**src/rtl/pwm_capture_pkg.sv**
```systemverilog
// Shared types and helpers for the multi-channel PWM width capture (pwm_capture_multi).
// Pure declarations: no latency and no backpressure.
package pwm_capture_pkg;

    typedef enum logic [1:0] {ARM, HIGH, LOW} chan_state_t;

    function automatic logic [63:0] cnt_max(input int unsigned w);
        return (w >= 64) ? '1 : ((64'd1 << w) - 64'd1);
    endfunction

    // Low bit of channel ch inside a flattened NUM_CH*w bus.
    function automatic int unsigned fld_lo(input int unsigned ch, input int unsigned w);
        return ch * w;
    endfunction

endpackage

```
**src/rtl/pwm_capture_multi_if.sv**
```systemverilog
// PWM inputs, live widths and snapshot handshake of pwm_capture_multi, channel i at [i*CNT_W +: CNT_W].
// Wires only: no latency; snapshot is req/ack with no backpressure.
interface pwm_capture_multi_if #(
    parameter int NUM_CH = 3,
    parameter int CNT_W  = 32
);
    logic [NUM_CH-1:0]       pwm_in;
    logic [NUM_CH*CNT_W-1:0] high_cnt;
    logic [NUM_CH*CNT_W-1:0] low_cnt;
    logic [NUM_CH-1:0]       period_stb;
    logic [NUM_CH-1:0]       stuck;
    logic                    snap_req;
    logic                    snap_ack;
    logic [NUM_CH*CNT_W-1:0] snap_high;
    logic [NUM_CH*CNT_W-1:0] snap_low;

    modport master (
        output pwm_in, snap_req,
        input  high_cnt, low_cnt, period_stb, stuck, snap_ack, snap_high, snap_low
    );

    modport slave (
        input  pwm_in, snap_req,
        output high_cnt, low_cnt, period_stb, stuck, snap_ack, snap_high, snap_low
    );
endinterface

```
**src/rtl/pwm_capture_chan.sv**
```systemverilog
// One PWM channel: sync, optional glitch filter (PWM_GLITCH_FILTER_EN), ARM/HIGH/LOW width capture, stuck timeout.
// Publishes SYNC_STAGES cycles after the pin changes (+FILT_LEN with filter); never backpressures.
module pwm_capture_chan
    import pwm_capture_pkg::*;
#(
    parameter int CNT_W       = 32,
    parameter int SYNC_STAGES = 2,
    parameter int TIMEOUT_CYC = 5000000,
    parameter int FILT_LEN    = 4
) (
    input  logic             clk,
    input  logic             reset,
    input  logic             pwm,
    output logic [CNT_W-1:0] high_cnt,
    output logic [CNT_W-1:0] low_cnt,
    output logic             period_stb,
    output logic             stuck
);
`ifdef PWM_GLITCH_FILTER_EN
    localparam int PRIME = SYNC_STAGES + 1;
`else
    localparam int PRIME = SYNC_STAGES;
`endif
    localparam logic [CNT_W-1:0] CNT_MAX = CNT_W'(cnt_max(CNT_W));
    localparam logic [CNT_W-1:0] TO_VAL  = CNT_W'(TIMEOUT_CYC);
    localparam bit               TO_EN   = (TIMEOUT_CYC != 0);

    logic [SYNC_STAGES-1:0] sync;
    logic [PRIME:0]         fill;
    logic                   s, lvl, prev, lvl_chg, rise, fall;
    logic [CNT_W-1:0]       run;
    logic                   hi_valid, timed_out;
    logic                   pub_hi, pub_lo, stb_set, tmo;
    chan_state_t            state, state_nxt;

    // fill marks when sync (and filter/prev) hold real samples, so the reset value of the chain never looks like an edge
    always_ff @(posedge clk) begin
        if (!reset) begin
            sync <= '0;
            fill <= '0;
        end else begin
            sync <= {sync[SYNC_STAGES-2:0], pwm};
            fill <= {fill[PRIME-1:0], 1'b1};
        end
    end

    assign s = sync[SYNC_STAGES-1];

`ifdef PWM_GLITCH_FILTER_EN
    localparam int               FW        = $clog2(FILT_LEN + 1);
    localparam logic [FW-1:0]    FILT_LAST = FW'(FILT_LEN - 1);

    logic          filt;
    logic [FW-1:0] fcnt;

    always_ff @(posedge clk) begin
        if (!reset) begin
            filt <= 1'b0;
            fcnt <= '0;
        end else if (!fill[PRIME-1]) begin
            filt <= s;
            fcnt <= '0;
        end else if (s == filt) begin
            fcnt <= '0;
        end else if (fcnt == FILT_LAST) begin
            filt <= s;
            fcnt <= '0;
        end else begin
            fcnt <= fcnt + FW'(1);
        end
    end

    assign lvl = filt;
`else
    assign lvl = s;
`endif

    assign lvl_chg   = fill[PRIME] && (lvl != prev);
    assign rise      = lvl_chg && lvl;
    assign fall      = lvl_chg && !lvl;
    assign timed_out = TO_EN && (run == TO_VAL) && !lvl_chg;

    always_ff @(posedge clk) begin
        if (!reset) state <= ARM;
        else        state <= state_nxt;
    end

    always_comb begin
        state_nxt = state;
        pub_hi    = 1'b0;
        pub_lo    = 1'b0;
        stb_set   = 1'b0;
        tmo       = 1'b0;
        case (state)
            ARM: begin
                if (rise)      state_nxt = HIGH;
                else if (fall) state_nxt = LOW;
            end
            HIGH: begin
                if (fall) begin
                    pub_hi    = 1'b1;
                    state_nxt = LOW;
                end else if (timed_out) begin
                    tmo       = 1'b1;
                    state_nxt = ARM;
                end
            end
            LOW: begin
                if (rise) begin
                    pub_lo    = 1'b1;
                    stb_set   = hi_valid;
                    state_nxt = HIGH;
                end else if (timed_out) begin
                    tmo       = 1'b1;
                    state_nxt = ARM;
                end
            end
            default: state_nxt = ARM;
        endcase
    end

    always_ff @(posedge clk) begin
        if (!reset) begin
            prev       <= 1'b0;
            run        <= '0;
            hi_valid   <= 1'b0;
            high_cnt   <= '0;
            low_cnt    <= '0;
            period_stb <= 1'b0;
            stuck      <= 1'b0;
        end else begin
            prev       <= lvl;
            run        <= lvl_chg ? CNT_W'(1) : ((run == CNT_MAX) ? run : run + CNT_W'(1));
            period_stb <= stb_set;
            if (pub_hi) high_cnt <= run;
            if (pub_lo) low_cnt  <= run;
            if (state == ARM || tmo) hi_valid <= 1'b0;
            else if (pub_hi)         hi_valid <= 1'b1;
            if (tmo)          stuck <= 1'b1;
            else if (lvl_chg) stuck <= 1'b0;
        end
    end

endmodule

```
**src/rtl/pwm_capture_multi.sv**
```systemverilog
// NUM_CH independent PWM width capture channels plus a coherent all-channel snapshot (filter: PWM_GLITCH_FILTER_EN).
// Widths publish SYNC_STAGES cycles after the pin edge; snap_ack one cycle after snap_req; no backpressure.
module pwm_capture_multi
    import pwm_capture_pkg::*;
#(
    parameter int NUM_CH      = 3,
    parameter int CNT_W       = 32,
    parameter int SYNC_STAGES = 2,
    parameter int TIMEOUT_CYC = 5000000,
    parameter int FILT_LEN    = 4
) (
    input  logic                 clk,
    input  logic                 reset,
    pwm_capture_multi_if.slave   bus
);
    logic [NUM_CH*CNT_W-1:0] hi_w, lo_w;
    logic [NUM_CH-1:0]       stb_w, stuck_w;
    logic [NUM_CH*CNT_W-1:0] snap_hi_q, snap_lo_q;
    logic                    ack_q;

    for (genvar i = 0; i < NUM_CH; i++) begin : g_ch
        pwm_capture_chan #(
            .CNT_W       (CNT_W),
            .SYNC_STAGES (SYNC_STAGES),
            .TIMEOUT_CYC (TIMEOUT_CYC),
            .FILT_LEN    (FILT_LEN)
        ) u_chan (
            .clk        (clk),
            .reset      (reset),
            .pwm        (bus.pwm_in[i]),
            .high_cnt   (hi_w[fld_lo(i, CNT_W) +: CNT_W]),
            .low_cnt    (lo_w[fld_lo(i, CNT_W) +: CNT_W]),
            .period_stb (stb_w[i]),
            .stuck      (stuck_w[i])
        );
    end

    // Samples the published registers as they stood before this edge, so a same-cycle publish is excluded.
    always_ff @(posedge clk) begin
        if (!reset) begin
            snap_hi_q <= '0;
            snap_lo_q <= '0;
            ack_q     <= 1'b0;
        end else begin
            ack_q <= bus.snap_req;
            if (bus.snap_req) begin
                snap_hi_q <= hi_w;
                snap_lo_q <= lo_w;
            end
        end
    end

    assign bus.high_cnt   = hi_w;
    assign bus.low_cnt    = lo_w;
    assign bus.period_stb = stb_w;
    assign bus.stuck      = stuck_w;
    assign bus.snap_ack   = ack_q;
    assign bus.snap_high  = snap_hi_q;
    assign bus.snap_low   = snap_lo_q;

endmodule

```
**src/flat_wrapper.sv**
```systemverilog
// flat-port wrapper written by rule: the top's interface ports become plain ports
module pwm_capture_multi_flat import pwm_capture_pkg::*;
#(
    parameter int NUM_CH      = 3,
    parameter int CNT_W       = 32,
    parameter int SYNC_STAGES = 2,
    parameter int TIMEOUT_CYC = 5000000,
    parameter int FILT_LEN    = 4
)
  (clk, reset, bus_pwm_in, bus_snap_req, bus_high_cnt, bus_low_cnt, bus_period_stb, bus_stuck, bus_snap_ack, bus_snap_high, bus_snap_low);
  pwm_capture_multi_if #(.NUM_CH(NUM_CH), .CNT_W(CNT_W)) bus_i ();
  input  logic clk;
  input  logic reset;
  input wire logic [$bits(bus_i.pwm_in)-1:0] bus_pwm_in;
  input wire logic [$bits(bus_i.snap_req)-1:0] bus_snap_req;
  output wire logic [$bits(bus_i.high_cnt)-1:0] bus_high_cnt;
  output wire logic [$bits(bus_i.low_cnt)-1:0] bus_low_cnt;
  output wire logic [$bits(bus_i.period_stb)-1:0] bus_period_stb;
  output wire logic [$bits(bus_i.stuck)-1:0] bus_stuck;
  output wire logic [$bits(bus_i.snap_ack)-1:0] bus_snap_ack;
  output wire logic [$bits(bus_i.snap_high)-1:0] bus_snap_high;
  output wire logic [$bits(bus_i.snap_low)-1:0] bus_snap_low;
  assign bus_i.pwm_in = bus_pwm_in;
  assign bus_i.snap_req = bus_snap_req;
  assign bus_high_cnt = bus_i.high_cnt;
  assign bus_low_cnt = bus_i.low_cnt;
  assign bus_period_stb = bus_i.period_stb;
  assign bus_stuck = bus_i.stuck;
  assign bus_snap_ack = bus_i.snap_ack;
  assign bus_snap_high = bus_i.snap_high;
  assign bus_snap_low = bus_i.snap_low;
  pwm_capture_multi #(.NUM_CH(NUM_CH), .CNT_W(CNT_W), .SYNC_STAGES(SYNC_STAGES), .TIMEOUT_CYC(TIMEOUT_CYC), .FILT_LEN(FILT_LEN)) u_core (.clk(clk), .reset(reset), .bus(bus_i));
endmodule
```
**config.mk**
```make
export PLATFORM = sky130hd
export DESIGN_NAME = pwm_capture_multi_flat
export DESIGN_NICKNAME = d
export VERILOG_FILES = /design/src/rtl/pwm_capture_pkg.sv /design/src/rtl/pwm_capture_multi_if.sv /design/src/rtl/pwm_capture_chan.sv /design/src/rtl/pwm_capture_multi.sv /design/src/flat_wrapper.sv
export SDC_FILE = /design/constraint.sdc
export NUM_CORES = 1
export LEC_CHECK = 0
export CORE_MARGIN = 2
export CORE_UTILIZATION = 30
export CTS_CLUSTER_DIAMETER = 200
export DETAILED_ROUTE_END_ITERATION = 10
export PLACE_DENSITY = 0.61
export RECOVER_POWER = 25
export SLEW_MARGIN = 40
export SYNTH_ARGS = -nofsm -noshare
export SYNTH_HDL_FRONTEND = slang
export SYNTH_HIERARCHICAL = 1
export SYNTH_SLANG_ARGS = --single-unit
```
**constraint.sdc**
```tcl
create_clock -name clk -period 2 [get_ports clk]
set_input_delay 0.5 -clock clk [delete_from_list [all_inputs] [get_ports clk]]
set_output_delay 0.5 -clock clk [all_outputs]
set_load 0.01 [all_outputs]
```
==> flow_summary.ini <==
[placement]
place_hpwl_um = 45900
placedInstanceArea_mm2 = 0.0270
gp_congestion = 0.890
portBuffers = 396

[clock_network]
cts.sinks = 514
cts_buffer_depth = 3
path_clk_slew_ps = 60
htreeDepth = 2
cts_tree = done
cts_hold_buf = 0
cts-root-buf = clkbuf_16
cts_buffers = 57
clk_latency_ps = 610

[critical_path]
required_ps = 2540
crit_type = reg2reg
crit_fanout = 5
cp-end-kind = register
start_kind = register
crit_arrival_ps = 2550

[power]
pwr-share-clk_pct = 48.5
p_int_uw = 16800
power_leakage_uw = 0.0123
p_sw_share_pct = 22.6
ir_worst_vdd_mv = 0.719
comb_power_share_pct = 3.8
seq_power_share_pct = 47.6
power_density_mw_per_mm2 = 758
power_uw = 21700
p_sw_uw = 4910

[drt]
postRouteAntennaNets = 0
remaining_drc_errors = 0
drt-initial-drc-count = 1057
drt-pass1-iter-count = 5
post_drt_wl_per_cell_um = 17.0
vias = 18000
vias_per_cell = 4.79
routed_wl_um = 64000

[synth]
ys_types = 62
ys_ff_latch = 514
syn_inst = 2289
synthMostInstantiatedCell = dfxtp_1
synthArstFlopShare_pct = 0
synth_top_cell_area_share_pct = 48.7
avgSynthCellArea_um2 = 9.23
synth_area_leaders = dfxtp_1, mux2i_1, nand2_1
synth_area_mm2 = 0.0211
synth_common_cells = dfxtp_1, nand2_1, nor2b_1
dominantRegCellSynth = dfxtp_1
ys_warn_count = 6
synth_edf_count = 0
syn_nets = 2313
seq_area_frac_synth_pct = 48.7
synth_top_area_cell = dfxtp_1

[timing]
layout_setup_ws_ps = -13.7
clock_skew_ps = 19.2
slew_headroom_pct = 7.02
drv_slew = 0
finalSetupViolations = 2
layout_min_cycle_time_ps = 2010
grt_setup_unrepaired = yes
fin_crit_sh_pct = 101
timing.setup.tns_ps = -17.9
worstMarginPinSlew_ps = 1390
achievable-frequency_ghz = 0.497
hold_viol = 0

[die]
initial_core_util_pct = 30.2
rows = 97
io_pins = 397
core_mm2 = 0.0699
fp.dieW_um = 269
fp.dieH_um = 269
dieArea_mm2 = 0.0725

[grt]
grt_pass1_wl_um = 101000
grt_max_degree = 78
antenna_found_initial = 1
grtUsageTotal_pct = 16.9
grt_pass1_vias = 17500
grt_overflow_total = 0

[run_status]
violations = setup timing
status = complete, but fails checks

[finish]
n_antenna_cell = 0
nets = 2800
post_route_cells_drive_above_1_share_pct = 13.2
syn_to_final_growth_pct = 35.5
fin_util_pct = 40.9
final_cell_area_mm2 = 0.0286

[run]
max_cap_viol_count = 0

[min_path]
hold_class = in2reg
==> final timing paths <==
check	startpoint	to	slack [ps]	cells after the start
hold / removal	reset	u_core/g_ch[0].u_chan/fill[0]$_DFF_P_	170	1
setup / recovery	u_core/g_ch[1].u_chan/run[2]$_SDFFE_PP0P_	u_core/g_ch[1].u_chan/run[28]$_SDFFE_PP0P_	-10	5
setup reg to reg	u_core/g_ch[1].u_chan/run[2]$_SDFFE_PP0P_	u_core/g_ch[1].u_chan/run[28]$_SDFFE_PP0P_	-10	5
hold reg to reg	u_core/g_ch[0].u_chan/fill[1]$_SDFF_PN0_	u_core/g_ch[0].u_chan/fill[2]$_SDFF_PN0_	430	1
==> cells by family (layout without fill, tap and decap cells) <==
logic type      after synthesis  count (layout)  synth area share (%)
flops                       514             514                  48.7
xor+xnor                     20              20                 0.829
mux                         195             195                  9.25
simple gates                974             974                  23.6
buf+inv                     197             731                  5.06
compound gates              371             371                  11.5
fa+ha+maj                    18              18                  1.07
==> power groups by stage <==
stage | clock [uW] | sequential (uW) | combinational, uW
floorplan | 0 | 10500 | 640
global placement | 0 | 10600 | 807
detailed placement | 0 | 10600 | 829
CTS | 10900 | 10300 | 835
global route | 11300 | 10300 | 905
finish | 10500 | 10300 | 834
==> cells in the final DEF (no fill, tap or decap), types with 22 or more instances in the layout <==
cell and instances:
a21boi_0 130, a21oi_1 116, and2_1 22, buf_4 179, clkbuf_16 57, dfxtp_1 483
dfxtp_2 25, dlygate4sd2_1 390, inv_1 28, mux2i_1 193, nand2_1 471, nand3_1 40
nand4_1 28, nor2_1 38, nor2b_1 194, o211ai_1 23, o21ai_0 35, or3_1 23
or4_1 35
==> worst max-delay path, stage by stage (launching register included) <==
cell and delay [ps]:
dfxtp_4 370, nand4_4 130, or4_4 580, a211o_1 330
or4_1 410, a21oi_1 140
==> routing by layer <==
| layer | global-route usage, % | up-vias | routed length [um] |
|---|---|---|---|
| met1 | 21.2 | 8621 | 28100 |
| met3 | 3.30 | 84 | 3410 |
| met2 | 29.4 | 506 | 31100 |
| met4 | 4.78 | 2 | 1310 |
| met5 | 0 | - | 13 |
| li1 | - | 8805 | - |
==> flip-flops by register name, summed over array words and instances, names as in the netlist <==
| register | cells |
|---|---|
| u_core/g_ch.u_chan/fill | 9 |
| u_core/g_ch.u_chan/sync | 6 |
| u_core/bus.snap_high | 96 |
| u_core/g_ch.u_chan/hi_valid | 3 |
| u_core/g_ch.u_chan/prev | 3 |
| u_core/g_ch.u_chan/high_cnt | 96 |
| u_core/g_ch.u_chan/run | 96 |
| u_core/g_ch.u_chan/period_stb | 3 |
| u_core/g_ch.u_chan/state | 6 |
| u_core/g_ch.u_chan/stuck | 3 |
| u_core/bus.snap_ack | 1 |
| u_core/g_ch.u_chan/low_cnt | 96 |
| u_core/bus.snap_low | 96 |
==> per-stage QoR <==
step	hold WS [ps]	worst slack, ps	instances
6_report	174	-13.7	3763
5_1_grt	142	-80.3	3763
4_1_cts	134	0.194	3756
3_5_place_dp	419	-107	3650
3_3_place_gp	415	-75.6	3650
2_1_floorplan	412	12.9	2289
==> cell type report <==
cell class / instances / area [um2]
Tap cell: 940 / 1180
Timing Repair Buffer: 596 / 5130
Multi-Input combinational cell: 1578 / 9970
Clock buffer: 85 / 1690
Sequential cell: 514 / 10300
Fill cell: 6992 / 41300
Inverter: 29 / 109
Clock inverter: 21 / 205
==> repair_timing <==
item,in CTS,in global routing
buffers inserted,0,7
setup endpoints to repair,405,51
gates cloned,0,0
gates resized for setup,417,40
pin swaps,4,13
Note: power is estimated with default switching activity, not from simulation.
